$ cat config.mk
export PLATFORM = sky130hd
export DESIGN_NAME = tug_playfield
export DESIGN_NICKNAME = d
export VERILOG_FILES = /design/src/rtl/tug_pkg.sv /design/src/rtl/tug_playfield_sat_counter.sv /design/src/rtl/tug_playfield.sv
export SDC_FILE = /design/constraint.sdc
export NUM_CORES = 1
export LEC_CHECK = 0
export BUFFER_PORTS_ARGS = -buffer_cell sky130_fd_sc_hd__buf_2
export CORE_MARGIN = 2
export CORE_UTILIZATION = 50
export DETAILED_ROUTE_END_ITERATION = 8
export PLACE_DENSITY = 0.72
export SLEW_MARGIN = 25
export SYNTH_ARGS = -nofsm -noshare
export SYNTH_HDL_FRONTEND = slang
export SYNTH_HIERARCHICAL = 1
export SYNTH_SLANG_ARGS = --single-unit
$ cat constraint.sdc
create_clock -name clk -period 2.7 [get_ports clk]
set_input_delay 0.405 -clock clk [delete_from_list [all_inputs] [get_ports clk]]
set_output_delay 0.405 -clock clk [all_outputs]
set_load 0.1 [all_outputs]
$ cat src/rtl/tug_pkg.sv
// Shared types for the tug-of-war playfield: winner encoding and round FSM states.
package tug_pkg;

    typedef enum logic [1:0] {
        WIN_NONE  = 2'b00,
        WIN_LEFT  = 2'b01,
        WIN_RIGHT = 2'b10
    } winner_t;

    typedef enum logic {
        S_PLAY,
        S_WON
    } play_state_t;

endpackage

$ cat src/rtl/tug_playfield_sat_counter.sv
// Saturating up-counter: counts inc pulses, sticks at MAX.
module sat_counter #(
    parameter int unsigned MAX = 7
) (
    input  logic                         clk,
    input  logic                         reset,
    input  logic                         inc,
    output logic [$clog2(MAX+1)-1:0]     count
);

    localparam int unsigned W = $clog2(MAX + 1);

    always_ff @(posedge clk) begin
        if (reset) begin
            count <= '0;
        end else if (inc && (count != W'(MAX))) begin
            count <= count + W'(1);
        end
    end

endmodule

$ cat src/rtl/tug_playfield.sv
// Tug-of-war playfield: moves one lit LED on press pulses, detects wins,
// keeps per-player tallies and restarts the round after a hold period.
module tug_playfield
    import tug_pkg::*;
#(
    parameter int unsigned NUM_LIGHTS  = 9,
    parameter int unsigned WIN_MAX     = 7,
    parameter int unsigned HOLD_CYCLES = 4
) (
    input  logic                             clk,
    input  logic                             reset,
    input  logic                             l_press,
    input  logic                             r_press,
    output logic [NUM_LIGHTS-1:0]            leds,
    output logic [1:0]                       winner,
    output logic                             round_over,
    output logic [$clog2(WIN_MAX+1)-1:0]     l_wins,
    output logic [$clog2(WIN_MAX+1)-1:0]     r_wins
);

    localparam int unsigned POS_W  = $clog2(NUM_LIGHTS);
    localparam int unsigned HOLD_W = $clog2(HOLD_CYCLES + 1);
    localparam int unsigned CENTRE = NUM_LIGHTS / 2;

    play_state_t         state, state_n;
    logic [POS_W-1:0]    pos, pos_n;
    logic [HOLD_W-1:0]   hold, hold_n;
    logic [NUM_LIGHTS-1:0] leds_n;
    logic [1:0]          winner_n;
    logic                round_over_n;
    logic                l_win_c, r_win_c;

    always_ff @(posedge clk) begin
        if (reset) begin
            state      <= S_PLAY;
            pos        <= POS_W'(CENTRE);
            hold       <= '0;
            leds       <= NUM_LIGHTS'(1) << CENTRE;
            winner     <= WIN_NONE;
            round_over <= 1'b0;
        end else begin
            state      <= state_n;
            pos        <= pos_n;
            hold       <= hold_n;
            leds       <= leds_n;
            winner     <= winner_n;
            round_over <= round_over_n;
        end
    end

    // Next-state: simultaneous presses cancel; WON ignores all presses.
    always_comb begin
        state_n      = state;
        pos_n        = pos;
        hold_n       = hold;
        winner_n     = winner;
        round_over_n = 1'b0;
        l_win_c      = 1'b0;
        r_win_c      = 1'b0;
        unique case (state)
            S_PLAY: begin
                if (l_press && !r_press) begin
                    if (pos == POS_W'(NUM_LIGHTS - 1)) begin
                        state_n      = S_WON;
                        winner_n     = WIN_LEFT;
                        round_over_n = 1'b1;
                        hold_n       = '0;
                        l_win_c      = 1'b1;
                    end else begin
                        pos_n = pos + POS_W'(1);
                    end
                end else if (r_press && !l_press) begin
                    if (pos == '0) begin
                        state_n      = S_WON;
                        winner_n     = WIN_RIGHT;
                        round_over_n = 1'b1;
                        hold_n       = '0;
                        r_win_c      = 1'b1;
                    end else begin
                        pos_n = pos - POS_W'(1);
                    end
                end
            end
            S_WON: begin
                if (hold == HOLD_W'(HOLD_CYCLES - 1)) begin
                    state_n  = S_PLAY;
                    pos_n    = POS_W'(CENTRE);
                    winner_n = WIN_NONE;
                    hold_n   = '0;
                end else begin
                    hold_n = hold + HOLD_W'(1);
                end
            end
            default: state_n = S_PLAY;
        endcase
        leds_n = (state_n == S_PLAY) ? (NUM_LIGHTS'(1) << pos_n) : '0;
    end

    sat_counter #(.MAX(WIN_MAX)) u_l_wins (
        .clk   (clk),
        .reset (reset),
        .inc   (l_win_c),
        .count (l_wins)
    );

    sat_counter #(.MAX(WIN_MAX)) u_r_wins (
        .clk   (clk),
        .reset (reset),
        .inc   (r_win_c),
        .count (r_wins)
    );

endmodule

==> results of run 1 <==
[cells by family (layout without fill, tap and decap cells)]
kind of cell             after synthesis  count (layout)  synth area share (%)
AND/OR/NAND/NOR                       58              58                  27.9
multiplexers                           3               3                  2.86
adder cells (fa/ha/maj)                9               9                  8.05
AO/OA/AOI/OAI                         32              32                  17.2
XOR/XNOR                               2               2                  1.25
flip-flops                            26              26                  37.2
buffers and inverters                 14              32                  5.55
[per-stage QoR]
step | hold slack, ns | total power, uW
2_1_floorplan | 0.409 | 611
3_3_place_gp | 0.419 | 641
3_5_place_dp | 0.429 | 644
4_1_cts | 0.450 | 910
5_1_grt | 0.463 | 951
6_report | 0.449 | 905
[layout by cell type, fill, tap and decap left out, types with 3 or more instances in the layout]
cell	n
dfxtp_1	26
clkbuf_4	3
nand2b_1	6
a21oi_1	5
buf_2	21
ha_1	9
inv_1	7
nor2_1	8
nand4bb_1	4
nor2b_1	4
o211ai_1	4
nor3_1	3
o21ai_1	4
nor4_1	7
nand2_1	6
[worst max-delay path by stage]
stage | depth (start not counted) | slack [ns] | startpoint | end
6_report | 6 | 0.45 | pos[0] | leds[8]
5_1_grt | 6 | 0.33 | pos[0] | leds[8]
2_1_floorplan | 7 | 0.61 | l_press | leds[4]
3_3_place_gp | 6 | 0.29 | l_press | leds[8]
4_1_cts | 6 | 0.47 | pos[0] | leds[8]
3_5_place_dp | 7 | 0.33 | r_press | leds[1]
[Yosys cell counts, types with 2 or more instances]
library cell,instances
a211o_1,2
a21oi_1,5
and2_1,2
buf_6,2
clkbuf_1,2
dfxtp_1,26
ha_1,9
inv_1,7
mux2_4,2
nand2_1,6
nand2b_1,6
nand3_1,2
nand4bb_1,4
nor2_1,8
nor2b_1,4
nor2b_4,2
nor3_1,3
nor4_1,7
nor4b_1,2
o211ai_1,4
o21ai_0,2
o21ai_1,4
or3_1,2
xnor2_1,2
[cell type report]
class | instances | area, um2 | share of cell area (%)
timing repair buffer | 21 | 105 | 6.81
inverter | 7 | 26.3 | 1.70
sequential | 26 | 520 | 33.7
tap | 31 | 38.8 | 2.51
multi-input combinational | 104 | 801 | 51.9
clock buffer | 3 | 22.5 | 1.46
clock inverter | 1 | 30.0 | 1.94
[where the power goes]
group	switching (uW)	internal, uW	total, uW
Combinational	160	59.9	220
Sequential	16.7	401	418
Clock	116	150	266
Total	293	611	905
[worst register-to-register path, delay by kind of cell, from the launching register on]
kind / cells / cell delay, ns
buffers and inverters: 1 / 0.08
AO/OA/AOI/OAI: 1 / 0.22
flip-flops: 1 / 0.48
adder cells (fa/ha/maj): 1 / 0.28
AND/OR/NAND/NOR: 3 / 1.11
[per-layer routing]
metal	GRT usage, %	share of wire (%)
met1	21.8	50
met2	27.6	47
met3	2.76	3.0
met4	4.98	0.24
met5	0	0
[flip-flops by register name (all words and copies together) (netlist names)]
register        flops
leds                9
pos                 4
hold                3
u_l_wins/count      3
u_r_wins/count      3
winner              2
round_over          1
state               1
==> metrics.md, run 1 <==
| Metric | Value |
|---|---|
| Hold Path Depth | `2` |
| RSZ-0062 raised after global routing | `false` |
| Net count, final | `176` |
| Final antenna diode count | `0` |
| Die X | `56.9 um` |
| Core area | `2710 um2` |
| Clock Latency Late Sink | `0.32 ns` |
| Max-Cap Viols | `0` |
| Final hold violation count | `0` |
| TritonCTS clock tree | `yes` |
| Number of global-route vias before repair | `1042` |
| Placed cells | `189` |
| P_leak | `0.000663 uW` |
| Status | `finished, final reports clean` |
| Part of the Yosys area used for sequential elements | `37.2%` |
| Hold Crit Start | `hold[2]` |
| Clock Skew | `0.0125 ns` |
| Primary FF master, synth | `dfxtp_1` |
| FF-to-FF setup slack | `0.45 ns` |
| Number of synthesized register bits | `26` |
| Worst slew margin | `60.3%` |
| Crit path kind | `flip-flop to flip-flop` |
| Clock Tree Buf Depth | `2` |
| Hold buffers post-CTS | `0` |
| Post-DP HPWL | `1850 um` |
| CTS Buf Count | `3` |
| Drt drc | `0` |
| Mapped Cells | `144` |
| Clock transition at path regs | `0.15 ns` |
| Port bufs | `21` |
| Post-route cell area | `1540 um2` |
| Post-synth ARST share | `0%` |
| F_max | `444 MHz` |
| CP cell instances | `inv_1, ha_1, and4b_2, o21ba_1, or4b_4, nor4b_1` |
| Largest net degree at the start of global routing | `24` |
| Reg2reg end | `leds[8]` |
| Power per cell area | `586 nW/um2` |
| Net Count, Synth | `157` |
| Yosys top cell by area | `dfxtp_1` |
| Final ANT Viol Nets | `0` |
| Total negative setup slack | `0 ns` |
| Die Y | `56.9 um` |
| H-tree levels | `1` |
| Hold worst-path end | `hold[2]` |
| Distinct cells, synth | `53` |
| Die area | `3240 um2` |
| Row Count | `19` |
| Max stage delay on crit path | `0.56 ns` |
| Drt first pass iters | `4` |
| Critical Path RT | `2.92 ns` |
| Worst reg2reg path depth | `6` |
| CTS resizes | `0` |
| Yosys top cell area share | `37.2%` |
| Placement Setup Slack | `0.329 ns` |
| Routed WL per cell | `13.2 um` |
| Hold WC Path Type | `flip-flop to flip-flop` |
| Critical Path AT | `2.47 ns` |
| Post-layout min period | `2.25 ns` |
| Vias per cell | `5.76` |
| Antenna violations before repair | `0` |
| Non-filler cells, final | `193` |
| Number of fillers in the final layout | `241` |
| Startpoint Class | `flip-flop` |
| Root buffer cell | `clkbuf_4` |
| Critical R2R Launch | `pos[0]` |
| Ranking of synthesized cells by area | `dfxtp_1, ha_1, nand4bb_1` |
| Number of flops mapped to enable cells by yosys | `0` |
| Critical-path top delay cell | `or4b_4` |
| Cell area after synthesis | `1400 um2` |
| Dpl cell area | `1490 um2` |
| Yosys warns | `6` |
| Vias | `1111` |
| Slew of the pin with the lowest slew margin | `0.595 ns` |
| Synthesis-to-layout area growth | `10.4%` |
| Setup violators final | `0` |
| Final-report max-slew violation count | `0` |
| Tcrit/Tclk final | `83.4%` |
| Final Util | `57.0%` |
| Initial Utilization | `51.6%` |
| Fraction of layout cells with a size suffix above 1 | `21.6%` |
| Gr ovfl total | `0` |
| Initial DRC Count | `33` |
| Worst Path Buf+Inv | `1` |
| Sink Count | `26` |
| CP delay by family, top | `simple AND/OR/NAND/NOR gates` |
| Critical path peak fanout | `7` |
| Final Worst Setup Slack | `0.448 ns` |
| GPL Wtd Cong | `0.878` |
| GRT Util Overall | `16.6%` |
| Peak VDD IR | `0.000467 V` |
| First-pass GRT wire length | `4400 um` |
| Post-CTS Setup Bufs | `0` |
| Synth Area per Inst | `9.71 um2` |
| Ports | `22` |
| CP Capture Type | `flip-flop` |
| Final WL | `2540 um` |
Note: power is estimated with default switching activity, not from simulation.
==> run 2, diff against run 1 <==
Clock period 2.7 ns to 2.1 ns, I/O delays scaled along.
==> metrics.md, run 2 (synthesis gave the netlist of run 1 again) <==
| Metric | Value |
|---|---|
| Critical Path AT | `2.25 ns` |
| F_max | `498 MHz` |
| Hold_ws | `0.386 ns` |
| CP cell instances | `inv_1, ha_1, and4b_2, o21ba_1, or4b_4, nor4_1` |
| Max stage delay on crit path | `0.56 ns` |
| Vias | `1215` |
| Clock Latency Late Sink | `0.34 ns` |
| CP delay by family, top | `simple AND/OR/NAND/NOR gates` |
| GPL Wtd Cong | `1.00` |
| Antenna violations before repair | `0` |
| Metal2 WL | `1440 um` |
| Core area | `2710 um2` |
| Critical Path RT | `2.34 ns` |
| Final WL | `2960 um` |
| Final hold violation count | `0` |
| Startpoint Class | `flip-flop` |
| Die area | `3240 um2` |
| Slew of the pin with the lowest slew margin | `0.620 ns` |
| GRT Util Overall | `20.0%` |
| Status | `finished, final reports clean` |
| Die X | `56.9 um` |
| RSZ-0062 raised after global routing | `true` |
| Final ANT Viol Nets | `0` |
| Final Worst Setup Slack | `0.0924 ns` |
| Critical path peak fanout | `5` |
| Most common cell after layout, fill and taps aside | `dfxtp_1` |
| Initial Utilization | `51.6%` |
| Drt drc | `0` |
| CTS Buf Count | `3` |
| Routed WL per cell | `14.4 um` |
| H-tree levels | `1` |
| First-pass GRT wire length | `5090 um` |
| Clock power frac | `29.3%` |
| Peak VDD IR | `0.000462 V` |
| Crit path kind | `flip-flop to flip-flop` |
| Regs by FF count | `leds x9, pos x4` |
| Net count, final | `188` |
| Most frequent cells in the layout | `dfxtp_1, buf_2, buf_4` |
| Largest register by flop count | `leds` |
| Metal3 WL | `103 um` |
| Clock Skew | `0.0152 ns` |
| Post-layout min period | `2.01 ns` |
| Hold WC Path Type | `primary input to flip-flop` |
| TritonCTS clock tree | `yes` |
| Clock transition at path regs | `0.16 ns` |
| Worst Path Buf+Inv | `1` |
| Synthesis-to-layout area growth | `18.5%` |
| Power per cell area | `735 nW/um2` |
| Sink Count | `26` |
| Non-filler cells, final | `205` |
| Row Count | `19` |
| Clock Tree Buf Depth | `2` |
| Switching Share | `33.2%` |
| Critical-path top delay cell | `or4b_4` |
| Port bufs | `21` |
| CP Capture Type | `flip-flop` |
| Internal power | `813 uW` |
| Max FFs per register | `9` |
| Root buffer cell | `clkbuf_4` |
| Final-report max-slew violation count | `0` |
| Number of global-route vias before repair | `1166` |
| Max-Cap Viols | `0` |
| Worst slew margin | `58.6%` |
| Post-CTS Setup Bufs | `0` |
| Post-Route M1 WL | `1350 um` |
| Top routing layer in use | `met4` |
| Placement Setup Slack | `-0.123 ns` |
| Tcrit/Tclk final | `95.6%` |
| Gr ovfl total | `0` |
| Total negative setup slack | `0 ns` |
| Setup violators final | `0` |
| Seq pwr share | `43.9%` |
| Ports | `22` |
| Die Y | `56.9 um` |
| Post-DP HPWL | `2160 um` |
| Comb power frac | `26.8%` |
| Final antenna diode count | `0` |
| P_leak | `0.000723 uW` |
| Switch Pwr | `404 uW` |
| Placed cells | `201` |
| Drt first pass iters | `4` |
| Initial DRC Count | `61` |
| Fraction of layout cells with a size suffix above 1 | `29.9%` |
| Vias per cell | `5.93` |
| Largest net degree at the start of global routing | `23` |
[run 2: changes by cell type in the layout (fill, tap and decap cells not counted), sizes merged]
| cell | previous run | this run |
|---|---|---|
| buf | 21 | 33 |
[run 2: area by class of cell]
cell class              count  area [um2]
clock buffers               3        22.5
flip-flops and latches     26         523
well taps                  31        38.8
multi-input cells         104         822
repair buffers             33         195
fillers                   233        1050
clock inverters             1        30.0
inverters                   7        26.3
[run 2: worst paths after layout]
check                             start   endpoint  slack (ns)  cells after the start
worst min register to register  hold[2]    hold[2]        0.45                      2
worst max register to register   pos[0]    leds[0]        0.09                      6
worst max-delay path             pos[0]    leds[0]        0.09                      6
worst min-delay path              reset  winner[0]        0.39                      3
[run 2: per-layer routing]
metal	vias up	global-route usage (%)
met2	32	34.3
li1	593	-
met3	7	3.23
met5	-	0
met4	0	8.64
met1	583	24.3
[run 2: repair_timing]
item / CTS / global route
pin swaps: 0 / 0
hold buffers: 0 / 0
gates resized for setup: 1 / 5
setup endpoints to repair: 1 / 4
[run 2: worst register-to-register path: stages (launching register included)]
cell     delay, ns
dfxtp_2       0.38
inv_1         0.05
ha_1          0.23
and4b_2       0.22
o21ba_1       0.21
or4b_4        0.56
nor4_1        0.27
[run 2: per-stage QoR]
step / area [um2] / utilization, % / power, uW
after floorplan: 1400 / - / 786
after global placement: 1580 / 58.4 / 855
after detailed placement: 1580 / 58.4 / 862
after CTS: 1640 / 60.3 / 1210
after global routing: 1660 / 61.2 / 1260
final: 1660 / 61.2 / 1220
[run 2: power groups by stage]
stage	registers [uW]	logic [uW]	clock network, uW
after global routing	538	351	376
final	535	327	357
after detailed placement	544	318	0
after global placement	543	312	0
after CTS	534	320	361
after floorplan	641	144	0
